`src/rtl/free_list_pkg.sv`:
```
// free_list_pkg: shared defaults and types for the physical-register free list
package free_list_pkg;
   localparam int DEF_N          = 3;
   localparam int DEF_ARCH_COUNT = 32;
   localparam int DEF_PHYS_REGS  = 64;
   typedef logic [$clog2(DEF_PHYS_REGS)-1:0] PHYS_TAG;
   typedef logic [DEF_PHYS_REGS-1:0]         FREE_BITMAP;
endpackage

```
`src/rtl/free_list_picker.sv`:
```
// free_list_picker: in-order grant of the lowest set bitmap indices to requesting lanes (lane N-1 oldest)
module free_list_picker #(
   parameter int N  = 3,
   parameter int W  = 64,
   localparam int TW = $clog2(W)
) (
   input  logic [W-1:0]          bitmap,
   input  logic [N-1:0]          req,
   output logic [N-1:0]          grant,
   output logic [N-1:0][TW-1:0]  idx
);
   logic [W-1:0]  rem;
   logic          stop;
   logic          found;
   logic [TW-1:0] pick;
   // oldest lane first; an unserved requester blocks every younger lane
   always_comb begin
      rem   = bitmap;
      stop  = 1'b0;
      found = 1'b0;
      pick  = '0;
      grant = '0;
      idx   = '0;
      for (int l = N - 1; l >= 0; l--) begin
         found = 1'b0;
         pick  = '0;
         for (int b = W - 1; b >= 0; b--)
            if (rem[b]) begin
               found = 1'b1;
               pick  = TW'(b);
            end
         if (req[l] && !stop) begin
            if (found) begin
               grant[l]  = 1'b1;
               idx[l]    = pick;
               rem[pick] = 1'b0;
            end else
               stop = 1'b1;
         end
      end
   end
endmodule

```
`src/rtl/free_list.sv`:
```
// free_list: R10K speculative/architectural free bitmaps; FREELIST_FREE_BYPASS_EN lets same-cycle frees be granted
module free_list
   import free_list_pkg::*;
#(
   parameter int N          = DEF_N,
   parameter int ARCH_COUNT = DEF_ARCH_COUNT,
   parameter int PHYS_REGS  = DEF_PHYS_REGS,
   localparam int PRW = $clog2(PHYS_REGS),
   localparam int CW  = $clog2(PHYS_REGS + 1)
) (
   input  logic                   clock,
   input  logic                   reset,
   input  logic [N-1:0]           allocReq,
   output logic [N-1:0]           allocGrant,
   output logic [N-1:0][PRW-1:0]  allocTags,
   input  logic [PHYS_REGS-1:0]   freeMask,
   input  logic [N-1:0]           archWriteEnables,
   input  logic [N-1:0][PRW-1:0]  archWritePhysRegs,
   input  logic                   recover,
   output logic [CW-1:0]          freeCount,
   output logic                   allocStall
);
   localparam logic [PHYS_REGS-1:0] RST_MAP = {{(PHYS_REGS - ARCH_COUNT){1'b1}}, {ARCH_COUNT{1'b0}}};
   localparam logic [PHYS_REGS-1:0] KEEP    = {{(PHYS_REGS - 1){1'b1}}, 1'b0};
   logic [PHYS_REGS-1:0] spec_free, arch_free, free_in, scan, grant_mask, commit_mask, arch_nxt, spec_nxt;
   logic [N-1:0]         req_eff;
   logic [CW-1:0]        cnt_nxt;
   assign free_in = freeMask & KEEP;
   assign req_eff = recover ? '0 : allocReq;
`ifdef FREELIST_FREE_BYPASS_EN
   assign scan     = spec_free | free_in;
   assign spec_nxt = recover ? arch_nxt : scan & ~grant_mask;
`else
   assign scan     = spec_free;
   assign spec_nxt = recover ? arch_nxt : (spec_free & ~grant_mask) | free_in;
`endif
   assign arch_nxt   = (arch_free | free_in) & ~commit_mask & KEEP;
   assign allocStall = |(allocReq & ~allocGrant);
   free_list_picker #(.N(N), .W(PHYS_REGS)) u_picker (
      .bitmap (scan),
      .req    (req_eff),
      .grant  (allocGrant),
      .idx    (allocTags)
   );
   // one-hot masks of PRs handed to rename and PRs becoming architecturally mapped
   always_comb begin
      grant_mask  = '0;
      commit_mask = '0;
      for (int l = 0; l < N; l++) begin
         if (allocGrant[l]) grant_mask[allocTags[l]] = 1'b1;
         if (archWriteEnables[l]) commit_mask[archWritePhysRegs[l]] = 1'b1;
      end
   end
   // population count of the next speculative bitmap, registered as freeCount
   always_comb begin
      cnt_nxt = '0;
      for (int b = 0; b < PHYS_REGS; b++) cnt_nxt = cnt_nxt + CW'(spec_nxt[b]);
   end
   // bitmap and count registers; reset wins over every other input
   always_ff @(posedge clock) begin
      if (reset) begin
         spec_free <= RST_MAP;
         arch_free <= RST_MAP;
         freeCount <= CW'(PHYS_REGS - ARCH_COUNT);
      end else begin
         spec_free <= spec_nxt;
         arch_free <= arch_nxt;
         freeCount <= cnt_nxt;
      end
   end
endmodule

```
`config.mk`:
```
export PLATFORM = sky130hd
export DESIGN_NAME = free_list
export DESIGN_NICKNAME = d
export VERILOG_FILES = /design/src/rtl/free_list_pkg.sv /design/src/rtl/free_list_picker.sv /design/src/rtl/free_list.sv
export SDC_FILE = /design/constraint.sdc
export NUM_CORES = 1
export LEC_CHECK = 0
export CAP_MARGIN = 5
export CORE_AREA = 2 2 182 184
export DETAILED_ROUTE_END_ITERATION = 6
export DIE_AREA = 0 0 184 186
export PLACE_DENSITY_LB_ADDON = 0.1
export SLEW_MARGIN = 5
export SYNTH_ARGS = -nofsm -noshare
export SYNTH_HDL_FRONTEND = slang
export SYNTH_HIERARCHICAL = 1
export SYNTH_SLANG_ARGS = --single-unit
```
`constraint.sdc`:
```
create_clock -name clock -period 24.1 [get_ports clock]
set_input_delay 6.025 -clock clock [delete_from_list [all_inputs] [get_ports clock]]
set_output_delay 6.025 -clock clock [all_outputs]
set_load 0.03 [all_outputs]
```
* Word level (Yosys, flattened, before mapping)
Index checks and enable logic that the tools add are counted.
Storage, ports and cells: bits in registers 135, word-level logic and storage cells 540
Cells by class: magnitude comparators 16, reduce and logical (&&, ||, !) cells 13, muxes and demuxes 428, $add $sub $neg 63, bitwise operators 16
Operators with widths (number):
- $mux W6 | 198
- $mux W64 | 11
- $add A7 B1 Y7 | 57
- $or A64 B64 Y64 | 6
- $and A64 B64 Y64 | 4
- $not A64 Y64 | 4
- $mux W1 | 210
- $lt A6 B7 Y1 const B | 8
- $demux W1 S6 | 8
- $ge A6 B1 Y1 const B | 8
- $logic_and A1 B1 Y1 | 10
- $add A6 B1 Y7 | 1
- $add A5 B1 Y6 | 1
- $add A4 B1 Y5 | 1
- $add A3 B1 Y4 | 1
- $add A2 B1 Y3 | 1
- $and A3 B3 Y3 | 1
- $mux W3 | 1
- $not A3 Y3 | 1
- $reduce_or A3 Y1 | 1
- $add A1 B1 Y2 | 1
- $logic_not A1 Y1 | 2

* Depth between registers and ports, before layout
depth in word-level cells 286, mapped depth 48, mapped depth without buffers 41

* By module
The synthesis kept the hierarchy.
By module, submodules not included:
- free_list | cells an instance 1154, area each 10291.1 µm², instances 1
- free_list_picker | cells an instance 866, area each 5684.2 µm², instances 1

* Worst setup path after synthesis
Ideal clock, no wire load.
path kind input-to-reg, start point input port recover, end point register freeCount[5], buffers on the path 7, slack 5.811 ns, required time 24.008 ns, stages 45, arrival time 18.197 ns, setup time 0.092 ns, path through clkbuf_1 -> clkbuf_1 -> buf_1 -> nor2_1 -> nand3_1 -> or3_1 -> nor2_1 -> nand2_1 -> a2111oi_0 -> o2bb2ai_1 -> nand4b_1 -> a211oi_1 -> and3b_1 -> o31a_1 -> buf_6 -> buf_2 -> buf_4 -> nor4_1 -> [... 9 more ...] -> nor2_1 -> fa_1 -> fa_1 -> fa_1 -> inv_1 -> fa_1 -> inv_1 -> fa_1 -> fa_1 -> fa_1 -> inv_1 -> fa_1 -> inv_1 -> ha_1 -> a21o_1 -> a21oi_1 -> nor4_1 -> nor4_1
RTL lines:
- from (decl) | RTL line free_list.sv:19 | input logic recover,
- to (signal assigned) | RTL line free_list.sv:64 | freeCount <= CW'(PHYS_REGS - ARCH_COUNT);
- to (signal assigned) | RTL line free_list.sv:68 | freeCount <= cnt_nxt;
- to (decl) | RTL line free_list.sv:20 | output logic [CW-1:0] freeCount,

* Worst setup path in the final report
start point input port allocReq[2], end point register freeCount[5]
On the way: elaborated cells between the ends (all ways) 371, classes of those cells add/sub: 63; order compare: 8; mux: 285; bitwise: 7; reduce/logical: 8
RTL lines:
- from (decl) | RTL line free_list.sv:13 | input logic [N-1:0] allocReq,
- $mux W3 * | RTL line free_list.sv:29 | assign req_eff = recover ? '0 : allocReq;
- via req_eff[2] | RTL line free_list.sv:26 | logic [N-1:0] req_eff;
- $mux W64 | RTL line free_list_picker.sv:32 | if (req[l] && !stop) begin
- $mux W6 (64 in series) | RTL line free_list_picker.sv:28 | if (rem[b]) begin
- $lt A6 B7 Y1 (implied by the code) / $ge A6 B1 Y1 (equally long branches) | RTL line free_list_picker.sv:36 | rem[pick] = 1'b0;
- $logic_and A1 B1 Y1 (implied by the code) | RTL line free_list_picker.sv:36
- $mux W1 (implied by the code) | RTL line free_list_picker.sv:36
- $demux W1 S6
- [... 77 more ...]
- $or A64 B64 Y64 (no line)
- $mux W64 * | RTL line free_list.sv:50 | if (allocGrant[l]) grant_mask[allocTags[l]] = 1'b1;
- $not A64 Y64 * | RTL line free_list.sv:35 | assign spec_nxt = recover ? arch_nxt : (spec_free & ~grant_mask) | free_in;
- $and A64 B64 Y64 * | RTL line free_list.sv:35
- $or A64 B64 Y64 * | RTL line free_list.sv:35
- $mux W64 * | RTL line free_list.sv:35
- via spec_nxt[37] | RTL line free_list.sv:25 | logic [PHYS_REGS-1:0] spec_free, arch_free, free_in, scan, grant_mask, commit_mask, arch_nxt, spec_nxt;
- $add A7 B1 Y7 * (27 in series) | RTL line free_list.sv:57 | for (int b = 0; b < PHYS_REGS; b++) cnt_nxt = cnt_nxt + CW'(spec_nxt[b]);
The timed path passes the listed nets; every way through them passes the cells marked *. A chain may end at the register's enable or synchronous reset.

==> flow_metrics.tcl <==
set metrics [dict create \
    outcome "finished, final reports clean" \
    rsz0062_at_grt "no" \
    pre_cts_ws_ps 3424 \
    finalCritPeriodShare_pct 85.54 \
    first_iter_violations 2387 \
    cap_violations 0 \
    hold_ws_ps 534.2 \
    synth.area.top_cells "dfxtp_1 17%, fa_1 6.8%, nor2_1 5.2%" \
    slowest_delay_ps 930 \
    grt_antenna_before_repair 0 \
    r2r_slack_ps 8500 \
    synthCells 2020 \
    syn_area_um2 15980 \
    fin_crit_ps 20620 \
    grt_use_total_pct 42.30 \
    first_global_vias 17190 \
    worstMarginPinSlew_ps 1155 \
    cpMostUsedCell "fa_1" \
    vias_per_cell 7.457 \
    fin_area_um2 17880 \
    drv_slew 0 \
    async_flop_share_pct 0 \
    clk_latency_ps 440 \
    die-area_um2 34220 \
    gp_congestion 1.033 \
    drc 0 \
    antenna_left 0 \
    cp-end-kind "register" \
    skew_ps 6.726 \
    final.setup.tns_ps 0 \
    die_h_um 186 \
    path_clk_slew_ps 60 \
    peakVddDrop_mv 0.2978 \
    p_per_area_nw_per_um2 78.75 \
    layout-drive-gt1-share_pct 9.825 \
    syn_area_per_cell_um2 7.909 \
    max_freq_mhz 48.51 \
    htreeDepth 4 \
    ys_seq_area_share_pct 16.79 \
    overflow 0 \
    cts-resized-gates 0 \
    yosysTopAreaCell "dfxtp_1" \
    finalSetupViolCount 0 \
    yosysWarnings 6 \
    clock-sinks 134 \
    cts_made_buffers 17 \
    worstPathRequired_ps 24450 \
    core-area_um2 32210 \
    cp-start-kind "primary input" \
    synth_seq_cells 134 \
    io_buffers 118 \
    hold_viol_final 0 \
    layout_commonest_cell "nor2_1" \
    wire_per_inst_um 29.61 \
    dp_hpwl_um 57580 \
    cp.arrival_ps 20960 \
    layout_common_cells "222 x nor2_1, 151 x nand2_1, 134 x dfxtp_1" \
    antenna_cells 0 \
    synth_cell_types 123 \
    die_w_um 184 \
    postPlaceCellArea_um2 17210 \
    syn_nets 2180 \
    setup_ws_ps 3485 \
    grt_max_degree 65 \
    cts-root-buf "clkbuf_16" \
    cts_tree "yes" \
    ctsHoldBuffers 0 \
    p_leak_nw 6.015 \
    ios 120 \
    rows 66 \
    grt_first_pass_wirelength_um 107700 \
    synth_top_area_share_pct 16.79 \
    synth_edf_count 0 \
    wl_um 72950 \
    vias 18370 \
    area_growth_pct 11.91 \
    cts_setup_buffers 0 \
    max_slew_margin_pct 22.02 \
    clock_path_buffers 2 \
    cp_slowest_cell "o311ai_0" \
    critPathMaxFanout 17 \
    final_nets 2203 \
    synthFlopType "dfxtp_1" \
    start_util_pct 49.60 \
    crit_type "in -> reg" \
    dr.pass1.iters 6 \
    hp-class "reg -> reg" \
]
[cell families (layout without fill, tap and decap cells)]
logic type	after synthesis	in the layout	synth area share, %
buffers and inverters	246	282	6.814
AOI/OAI and AO/OA	730	730	37.53
muxes	3	3	0.1958
adders and majority gates	70	70	8.012
xor gates and xnor gates	1	1	0.05483
and+or+nand+nor	836	836	30.60
DFF	134	134	16.79
[worst max-delay path: cells and delay by family]
| family | cells | cell delay (ps) |
|---|---|---|
| adders and majority gates | 9 | 4520 |
| and+or+nand+nor | 15 | 4990 |
| buffers and inverters | 6 | 770 |
| AOI/OAI and AO/OA | 10 | 4640 |
[flip-flops by register name (all words and copies together), names as in the netlist]
name / count
freeCount: 7
arch_free: 63
scan: 64
[Yosys cell counts, drive strengths merged, types with 34 or more instances]
library cell / count
inv: 95
nor2: 223
o41ai: 35
o21ai: 85
nor3: 59
nor4: 34
clkbuf: 51
nand2: 152
o221ai: 36
fa: 54
dfxtp: 134
a22oi: 105
buf: 99
a21oi: 62
nand3: 57
[path summary, 6_finish.rpt]
path	from	to	cells past startpoint
min	arch_free[55]	arch_free[55]	2
max	allocReq[2]	freeCount[5]	40
min reg2reg	arch_free[55]	arch_free[55]	2
max reg2reg	scan[6]	freeCount[5]	38
[cell type report]
type	instances	area (um2)
Timing Repair Buffer	154	1444
Clock buffer	21	470.5
Fill cell	3083	14330
Multi-Input combinational cell	1640	12220
Sequential cell	134	2683
Inverter	96	360.3
Tap cell	408	510.5
Clock inverter	11	195.2
[routing by layer]
layer	share of wire (%)	vias up	GRT usage, %
met1	37	8675	51.37
li1	-	8029	-
met5	0.048	-	0
met4	9.0	2	32.83
met3	9.9	326	7.552
met2	44	1341	66.55
[through the flow]
step | power [W] | util [%] | std cells
after floorplan | 0.0008709 | - | 2020
after global placement | 0.001084 | 53.45 | 2432
after detailed placement | 0.001100 | 53.45 | 2432
after CTS | 0.001399 | 55.51 | 2464
after global routing | 0.001524 | 55.51 | 2464
final | 0.001408 | 55.51 | 2464
[power by group]
group          internal [W]  switching, W
logic              0.000348      0.000502
clock network      0.000192      0.000107
registers          0.000243     0.0000163
Note: power is estimated with default switching activity, not from simulation.
